`src/rtl/err_pkg.sv`:
```
// Shared types and constants for the CPU-inner error collector.
package err_pkg;

    typedef enum logic [1:0] {
        StIdle    = 2'd0,
        StLatched = 2'd1,
        StClear   = 2'd2
    } err_state_e;

    localparam int unsigned NUM_SRC_DEFAULT = 9;

    localparam int unsigned SRC_ICACHE = 0;
    localparam int unsigned SRC_DCACHE = 1;
    localparam int unsigned SRC_IF     = 2;
    localparam int unsigned SRC_ID     = 3;
    localparam int unsigned SRC_LAUNCH = 4;
    localparam int unsigned SRC_EX     = 5;
    localparam int unsigned SRC_MM     = 6;
    localparam int unsigned SRC_MEM    = 7;
    localparam int unsigned SRC_WB     = 8;

    // Source-index width, never narrower than one bit.
    function automatic int unsigned src_id_w(input int unsigned n);
        return (n > 1) ? $clog2(n) : 1;
    endfunction

    localparam int unsigned SRC_ID_W = src_id_w(NUM_SRC_DEFAULT);

endpackage

```
`src/rtl/err_sat_cnt.sv`:
```
// Per-source saturating hit counter; a clear and an increment in the same
// cycle leave the counter at one.
module err_sat_cnt
    import err_pkg::*;
#(
    parameter int unsigned CNT_W = 8
) (
    input  logic             clk,
    input  logic             rst_n,
    input  logic             inc,
    input  logic             clr,
    output logic [CNT_W-1:0] cnt
);

    logic [CNT_W-1:0] cnt_q, cnt_d, base;

    always_comb begin
        base  = clr ? '0 : cnt_q;
        cnt_d = base;
        if (inc && (base != {CNT_W{1'b1}})) begin
            cnt_d = base + CNT_W'(1);
        end
    end

    always_ff @(posedge clk or posedge rst_n) begin
        if (rst_n) begin
            cnt_q <= '0;
        end else begin
            cnt_q <= cnt_d;
        end
    end

    assign cnt = cnt_q;

endmodule

```
`src/rtl/err_collector.sv`:
```
// CPU-inner error collector: sticky bits, saturating counters and first-error capture.
// Optional macro ERR_MASK_EN adds the err_mask_i source-enable port.
module err_collector
    import err_pkg::*;
#(
    parameter int unsigned NUM_SRC = 9,
    parameter int unsigned CNT_W   = 8,
    parameter int unsigned TS_W    = 32,
    localparam int unsigned ID_W   = src_id_w(NUM_SRC)
) (
    input  logic                     clk,
    input  logic                     rst_n,
    input  logic [NUM_SRC-1:0]       err_vec_i,
    input  logic                     clr_req_i,
    output logic                     clr_ack_o,
    output logic [NUM_SRC-1:0]       sticky_o,
    output logic                     any_err_o,
    output logic                     first_vld_o,
    output logic [ID_W-1:0]          first_src_o,
    output logic [TS_W-1:0]          first_ts_o,
`ifdef ERR_MASK_EN
    output logic [NUM_SRC*CNT_W-1:0] err_cnt_o,
    input  logic [NUM_SRC-1:0]       err_mask_i
`else
    output logic [NUM_SRC*CNT_W-1:0] err_cnt_o
`endif
);

    err_state_e         state_q, state_d;
    logic [NUM_SRC-1:0] eff;
    logic [NUM_SRC-1:0] sticky_q, sticky_d;
    logic               first_vld_q, first_vld_d;
    logic [ID_W-1:0]    first_src_q, first_src_d;
    logic [TS_W-1:0]    first_ts_q, first_ts_d;
    logic [TS_W-1:0]    ts_q;
    logic [ID_W-1:0]    low_idx;
    logic               capture;
    logic               cnt_clr;

`ifdef ERR_MASK_EN
    assign eff = err_vec_i & err_mask_i;
`else
    assign eff = err_vec_i;
`endif

    // Lowest set index wins among simultaneous errors.
    always_comb begin
        low_idx = '0;
        for (int k = NUM_SRC - 1; k >= 0; k--) begin
            if (eff[k]) begin
                low_idx = ID_W'(k);
            end
        end
    end

    always_comb begin
        state_d     = state_q;
        sticky_d    = sticky_q | eff;
        first_vld_d = first_vld_q;
        first_src_d = first_src_q;
        first_ts_d  = first_ts_q;
        capture     = 1'b0;
        unique case (state_q)
            StIdle: begin
                if (clr_req_i) begin
                    state_d = StClear;
                end else if (|eff) begin
                    state_d = StLatched;
                    capture = 1'b1;
                end
            end
            StLatched: begin
                if (clr_req_i) begin
                    state_d = StClear;
                end
            end
            StClear: begin
                // Zero first, then apply what arrived during the clear cycle.
                sticky_d    = eff;
                first_vld_d = 1'b0;
                first_src_d = '0;
                first_ts_d  = '0;
                if (|eff) begin
                    state_d = StLatched;
                    capture = 1'b1;
                end else begin
                    state_d = StIdle;
                end
            end
            default: state_d = StIdle;
        endcase
        if (capture) begin
            first_vld_d = 1'b1;
            first_src_d = low_idx;
            first_ts_d  = ts_q;
        end
    end

    always_ff @(posedge clk or posedge rst_n) begin
        if (rst_n) begin
            state_q     <= StIdle;
            sticky_q    <= '0;
            first_vld_q <= 1'b0;
            first_src_q <= '0;
            first_ts_q  <= '0;
            ts_q        <= '0;
        end else begin
            state_q     <= state_d;
            sticky_q    <= sticky_d;
            first_vld_q <= first_vld_d;
            first_src_q <= first_src_d;
            first_ts_q  <= first_ts_d;
            ts_q        <= ts_q + TS_W'(1);
        end
    end

    assign cnt_clr = (state_q == StClear);

    for (genvar k = 0; k < NUM_SRC; k++) begin : g_cnt
        err_sat_cnt #(
            .CNT_W(CNT_W)
        ) u_cnt (
            .clk  (clk),
            .rst_n(rst_n),
            .inc  (eff[k]),
            .clr  (cnt_clr),
            .cnt  (err_cnt_o[k*CNT_W +: CNT_W])
        );
    end

    assign clr_ack_o   = cnt_clr;
    assign sticky_o    = sticky_q;
    assign any_err_o   = |sticky_q;
    assign first_vld_o = first_vld_q;
    assign first_src_o = first_src_q;
    assign first_ts_o  = first_ts_q;

endmodule

```
`config.mk`:
```
export PLATFORM = sky130hd
export DESIGN_NAME = err_collector
export DESIGN_NICKNAME = d
export VERILOG_FILES = /design/src/rtl/err_pkg.sv /design/src/rtl/err_sat_cnt.sv /design/src/rtl/err_collector.sv
export SDC_FILE = /design/constraint.sdc
export NUM_CORES = 1
export LEC_CHECK = 0
export ABC_CLOCK_PERIOD_IN_PS = 3200
export CORE_MARGIN = 1
export CORE_UTILIZATION = 53
export CTS_BUF_LIST = sky130_fd_sc_hd__clkbuf_4 sky130_fd_sc_hd__clkbuf_8 sky130_fd_sc_hd__clkbuf_16
export DETAILED_ROUTE_END_ITERATION = 7
export GPL_ROUTABILITY_DRIVEN = 0
export GPL_TIMING_DRIVEN = 0
export PLACE_DENSITY = 0.81
export SYNTH_ARGS = -nofsm -noshare
export SYNTH_HDL_FRONTEND = slang
export SYNTH_HIERARCHICAL = 1
export SYNTH_SLANG_ARGS = --single-unit
```
`constraint.sdc`:
```
create_clock -name clk -period 3.2 [get_ports clk]
set_clock_uncertainty 0.05 [all_clocks]
set_input_delay 0.64 -clock clk [delete_from_list [all_inputs] [get_ports clk]]
set_output_delay 0.64 -clock clk [all_outputs]
set_load 0.05 [all_outputs]
```
=== Yosys cells after proc, flatten, opt, wreduce, memory -nomap -nowiden ===
Index checks and enable logic that the tools add are counted.

* Bits in registers: 152
* Logic and storage cells: 95
* Output and inout port bits: 120
* Input bits: 12

* Multiplexer cells: 42
* Add/subtract/negate cells: 10
* Reduce and logical (&&, ||, !) cells: 14
* Bitwise logic cells: 1
* Equal/unequal tests: 13

{| class="wikitable"
|+ Operators by type and width
! kind !! count
|-
| two-way mux 8 bit || 18
|-
| adder 8 x 1 -> 8 bit, second input constant || 9
|-
| inequality test 8 bit, second input constant || 9
|-
| two-way mux 32 bit || 2
|-
| two-way mux 4 bit || 11
|-
| adder 32 x 1 -> 32 bit, second input constant || 1
|-
| OR reduction 9 bit || 2
|-
| logical AND 1 bit || 9
|-
| two-way mux 9 bit || 1
|-
| bitwise OR 9 bit || 1
|-
| two-way mux 2 bit || 3
|-
| one-hot mux 2 bit (3 select lines) || 1
|-
| two-way mux 1 bit || 5
|-
| inequality test 3 bit, second input constant || 1
|-
| == test 2 x 1 -> 1 bit, second input constant || 1
|-
| == test 2 bit, second input constant || 1
|-
| logical NOT 2 bit || 1
|-
| inequality test 2 bit, second input constant || 1
|-
| one-hot mux 1 bit (2 select lines) || 1
|-
| AND reduction 2 bit || 1
|-
| nonzero test 2 bit || 1
|}

=== Longest topological paths before layout ===
* Depth after elaboration: 10
* Mapped depth: 8
* Gate-level depth less buffers: 5

=== Modules after synthesis ===
The synthesis kept the hierarchy.

{| class="wikitable"
|+ By module, submodules not included
! module !! cells each !! seq. area each (um^2) !! times used !! area an instance (um^2)
|-
| err_sat_cnt || 41 || 200.2 || 9 || 425.4
|-
| err_collector || 329 || 2001.9 || 1 || 3447.1
|}

=== Worst setup path after synthesis ===
Ideal clock, no wire load.

* Path type: register to register
* From: register state_q[0]
* To: register g_cnt[0].u_cnt.cnt_q[5]
* Clock period less this slack: 2475 ps
* Setup time: 142 ps
* Stages on the path, launching flop included: 9
* Data arrival time: 2283 ps
* Path slack: 725 ps
* Cell sequence: dfrtp_1 -> nand2b_1 -> buf_2 -> buf_1 -> inv_1 -> buf_6 -> and3b_2 -> o311ai_1 -> o41ai_1

* Word-level cells in the longest chain between the ends: 5

{| class="wikitable"
|+ Ends and longest elaborated chain
! item !! line !! RTL
|-
| start, declared || err_collector.sv:29 || <nowiki>err_state_e state_q, state_d;</nowiki>
|-
| start signal, assigned || err_collector.sv:101 || <nowiki>state_q <= StIdle;</nowiki>
|-
| start signal, assigned || err_collector.sv:108 || <nowiki>state_q <= state_d;</nowiki>
|-
| == test 2 bit * || err_collector.sv:117 || <nowiki>assign cnt_clr = (state_q == StClear);</nowiki>
|-
| net clr_ack_o || err_collector.sv:15 || <nowiki>output logic clr_ack_o,</nowiki>
|-
| two-way mux 8 bit * || err_sat_cnt.sv:18 || <nowiki>base = clr ? '0 : cnt_q;</nowiki>
|-
| branches (longest 2 deep; another with adder 8 x 1 -> 8 bit) || -- ||
|-
| two-way mux 8 bit * || err_sat_cnt.sv:20 || <nowiki>if (inc && (base != {CNT_W{1'b1}})) begin</nowiki>
|-
| net g_cnt[0].u_cnt.cnt_d[5] || err_sat_cnt.sv:15 || <nowiki>logic [CNT_W-1:0] cnt_q, cnt_d, base;</nowiki>
|-
| end signal, assigned || err_sat_cnt.sv:29 || <nowiki>cnt_q <= cnt_d;</nowiki>
|-
| end, declared || err_sat_cnt.sv:15 ||
|}

Mark *: on every way through the listed nets, which the timed path passes.
A chain may end at the register's enable or synchronous reset.

=== Final worst setup path ===
* From: register state_q[0]
* To: output port clr_ack_o

* Word-level cells in the longest chain between the ends: 1

{| class="wikitable"
|+ Ends and longest elaborated chain
! item !! line
|-
| == test 2 bit || err_collector.sv:117
|-
| end, declared || err_collector.sv:15
|}

No other way between the ends.

==> impl_metrics.env <==
export IMPL_holdPathStages=1
export IMPL_seqPwrFrac_pct=38.3
export IMPL_r2r_end="g_cnt[7].u_cnt/cnt[3]$_DFF_PP0_"
export IMPL_critPathMaxStageDelay_ps=730
export IMPL_end_kind="output pin"
export IMPL_cp_slowest_cell="clkdlybuf4s50_1"
export IMPL_synthDistinctLibCells=47
export IMPL_synthesis_area_sq_um=7280
export IMPL_drive_above_1_share_pct=13.6
export IMPL_p_comb_share_pct=30.9
export IMPL_cts_made_buffers=17
export IMPL_portBuffers=131
export IMPL_setup_violations=0
export IMPL_yosysWarnings=6
export IMPL_start_kind="flop"
export IMPL_fin_tns_setup_ps=0
export IMPL_coreArea_sq_um=13300
export IMPL_worst_slew_pin_slew_ps=621
export IMPL_final_common_cell="dfrtp_1"
export IMPL_synth_top_cells_by_area="dfrtp_1 (52%), nand2_1 (5.4%), a21oi_1 (3.3%)"
export IMPL_power_density_nw_per_um2=708
export IMPL_ant_nets=0
export IMPL_reg2reg_depth=8
export IMPL_critPathRequiredTime_ps=2510
export IMPL_start_util_pct=54.7
export IMPL_grt_overflow=0
export IMPL_dieHeight_microns=119
export IMPL_rows=42
export IMPL_final_cell_mix="dfrtp_1 (152), clkdlybuf4s50_1 (131), nand2_1 (104)"
export IMPL_hpwl_microns=12700
export IMPL_p_int_mw=4.13
export IMPL_worstHoldEndpoint="ts_q[24]$_DFF_PP0_"
export IMPL_vias=6142
export IMPL_path_class="reg2out"
export IMPL_htreeDepth=4
export IMPL_grt_pass1_wl_microns=30200
export IMPL_outcome="finished, final reports clean"
export IMPL_r2r_slack_ps=750
export IMPL_cp_top_family="buffers and inverters"
export IMPL_worstPathCellList="nand2b_1 > buf_2 > clkinvlp_4 > clkdlybuf4s50_1"
export IMPL_synth_cells=698
export IMPL_diodes=0
export IMPL_wl_microns=18000
export IMPL_rsz0062_at_grt="false"
export IMPL_cts_root_buf="clkbuf_16"
export IMPL_syn_to_final_growth_pct=30.0
export IMPL_holdCritPathClass="reg2reg"
export IMPL_yosysSeqAreaShare_pct=52.3
export IMPL_via_per_inst=5.92
export IMPL_hold_viol=0
export IMPL_clockPowerShare_pct=30.7
export IMPL_yosysTopAreaCell="dfrtp_1"
export IMPL_drv_cap=0
export IMPL_synth_edf_count=0
export IMPL_peakVddDrop_uv=469
export IMPL_ios=132
export IMPL_slew_headroom_pct=58.5
export IMPL_nets=862
export IMPL_cp_data_arrival_time_ps=2370
export IMPL_cp_max_fo=19
export IMPL_async_reset_ff_share_pct=100
export IMPL_p_sw_mw=2.57
export IMPL_cts_sinks=152
export IMPL_crit_buf_inv=3
export IMPL_p_leak_nw=4.05
export IMPL_grt_pass1_vias=6182
export IMPL_clock_latency_ps=420
export IMPL_synth_flop_cell="dfrtp_1"
export IMPL_route_detailed_drc=0
export IMPL_sw_frac_of_total_pct=38.3
export IMPL_r2r_start="state_q[0]$_DFFE_PP0P_"
export IMPL_power_mw=6.70
export IMPL_cts_tree="built"
export IMPL_n_fill_cell=939
export IMPL_ys_ff_latch=152
export IMPL_syn_nets=711
export IMPL_grt_max_degree=60
export IMPL_synth_top_area_share_pct=52.3
export IMPL_die_width_microns=119
export IMPL_grt_usage_pct=26.9
export IMPL_cts_buffer_depth=2
export IMPL_min_from="ts_q[24]$_DFF_PP0_"
export IMPL_die_area_sq_um=14200
export IMPL_drt_iter0_markers=448
export IMPL_wire_per_inst_microns=17.4
export IMPL_timing_fmax_mhz=327
export IMPL_slew_violations=0
export IMPL_dr_pass1_iters=5
export IMPL_clkTransAtPathRegs_ps=60
export IMPL_holdBufCountCts=0
export IMPL_avgSynthCellArea_sq_um=10.4
export IMPL_min_period_ps=3060
export IMPL_antenna_found_initial=0
export IMPL_min_period_over_period_pct=95.7
-- per-stage QoR --
stage / hold WS, ps / setup slack [ps] / area, sq um / util, % / cells
after global placement: 417 / -1080 / 8810 / 66.2 / 1005
after CTS: 443 / 129 / 9460 / 71.2 / 1038
after floorplan: 395 / 458 / 7280 / - / 698
after detailed placement: 423 / -3.61 / 8840 / 66.5 / 1006
final: 447 / 139 / 9460 / 71.2 / 1038
after global routing: 456 / 22.2 / 9460 / 71.2 / 1038
-- power groups by stage --
stage	sequential, mW	clock (mW)	combinational [mW]
6_report	2.57	2.06	2.07
5_1_grt	2.61	2.18	2.18
4_1_cts	2.56	2.08	2.08
3_5_place_dp	2.59	0	2.07
3_3_place_gp	2.55	0	2.02
2_1_floorplan	3.37	0	0.533
-- Yosys cell counts (5+ instances only) --
cell / number
dfrtp_1: 152
nand4_1: 19
nor4_1: 10
a31oi_1: 27
buf_2: 15
nor2_1: 18
o21bai_1: 9
a211oi_1: 10
inv_1: 35
o311ai_1: 9
buf_6: 10
o21ai_1: 10
and3_2: 9
and3_1: 15
nand3_1: 19
nand2_1: 104
and4_2: 9
xor2_1: 6
and4b_1: 9
o21ai_0: 23
and3b_2: 9
nor4_4: 5
a211oi_2: 9
nor3_1: 33
a21o_1: 8
o41ai_1: 9
nand4_4: 10
a21oi_1: 48
xnor2_1: 24
-- worst max-delay path by stage --
stage	start	end	slack, ps	cells past startpoint
after floorplan	rst_n	first_src_o[0]$_DFFE_PP0P_	460	1
after global placement	rst_n	first_ts_o[30]$_DFFE_PP0P_	-1080	2
after detailed placement	state_q[0]$_DFFE_PP0P_	clr_ack_o	-4	5
after CTS	state_q[0]$_DFFE_PP0P_	clr_ack_o	130	4
after global routing	state_q[0]$_DFFE_PP0P_	clr_ack_o	20	4
final	state_q[0]$_DFFE_PP0P_	clr_ack_o	140	4
-- sequential cells by signal (all words and copies together), names as in the netlist --
signal	flops
g_cnt.u_cnt/cnt	72
first_ts_o	32
ts_q	32
sticky_o	9
first_src_o	4
state_q	2
first_vld_o	1
-- timing repair --
| item | CTS | global route |
|---|---|---|
| setup buffers | 1 | 0 |
| endpoints found under the setup margin | 1 | 0 |
| resized for setup | 1 | 0 |
-- metal layers --
| metal | GRT usage, % | share of wire (%) | routed length (microns) |
|---|---|---|---|
| met1 | 34.4 | 42 | 7650 |
| met4 | 13.8 | 3.5 | 631 |
| met3 | 5.27 | 4.7 | 854 |
| met2 | 43.3 | 49 | 8900 |
| met5 | 0 | 0 | 0 |
-- kinds of logic (layout without fill, tap and decap cells) --
group | Yosys count | count (layout) | share of synthesized area [%]
adder cells (fa/ha/maj) | 1 | 1 | 0.172
AND/OR/NAND/NOR | 279 | 279 | 23.8
buffers and inverters | 68 | 232 | 4.87
XOR/XNOR | 30 | 30 | 3.61
flip-flops | 152 | 152 | 52.3
AO/OA/AOI/OAI | 168 | 168 | 15.3
-- area by class of cell --
cell class,count,area (sq um),share of cell area (%)
Buffer,32,219,2.31
Multi-Input combinational cell,478,3120,33.0
Inverter,35,138,1.45
Timing Repair Buffer,133,1350,14.2
Clock buffer,25,529,5.59
Tap cell,176,220,2.33
Clock inverter,7,87.6,0.926
Sequential cell,152,3800,40.2
Power figures use the tool's default switching activity.
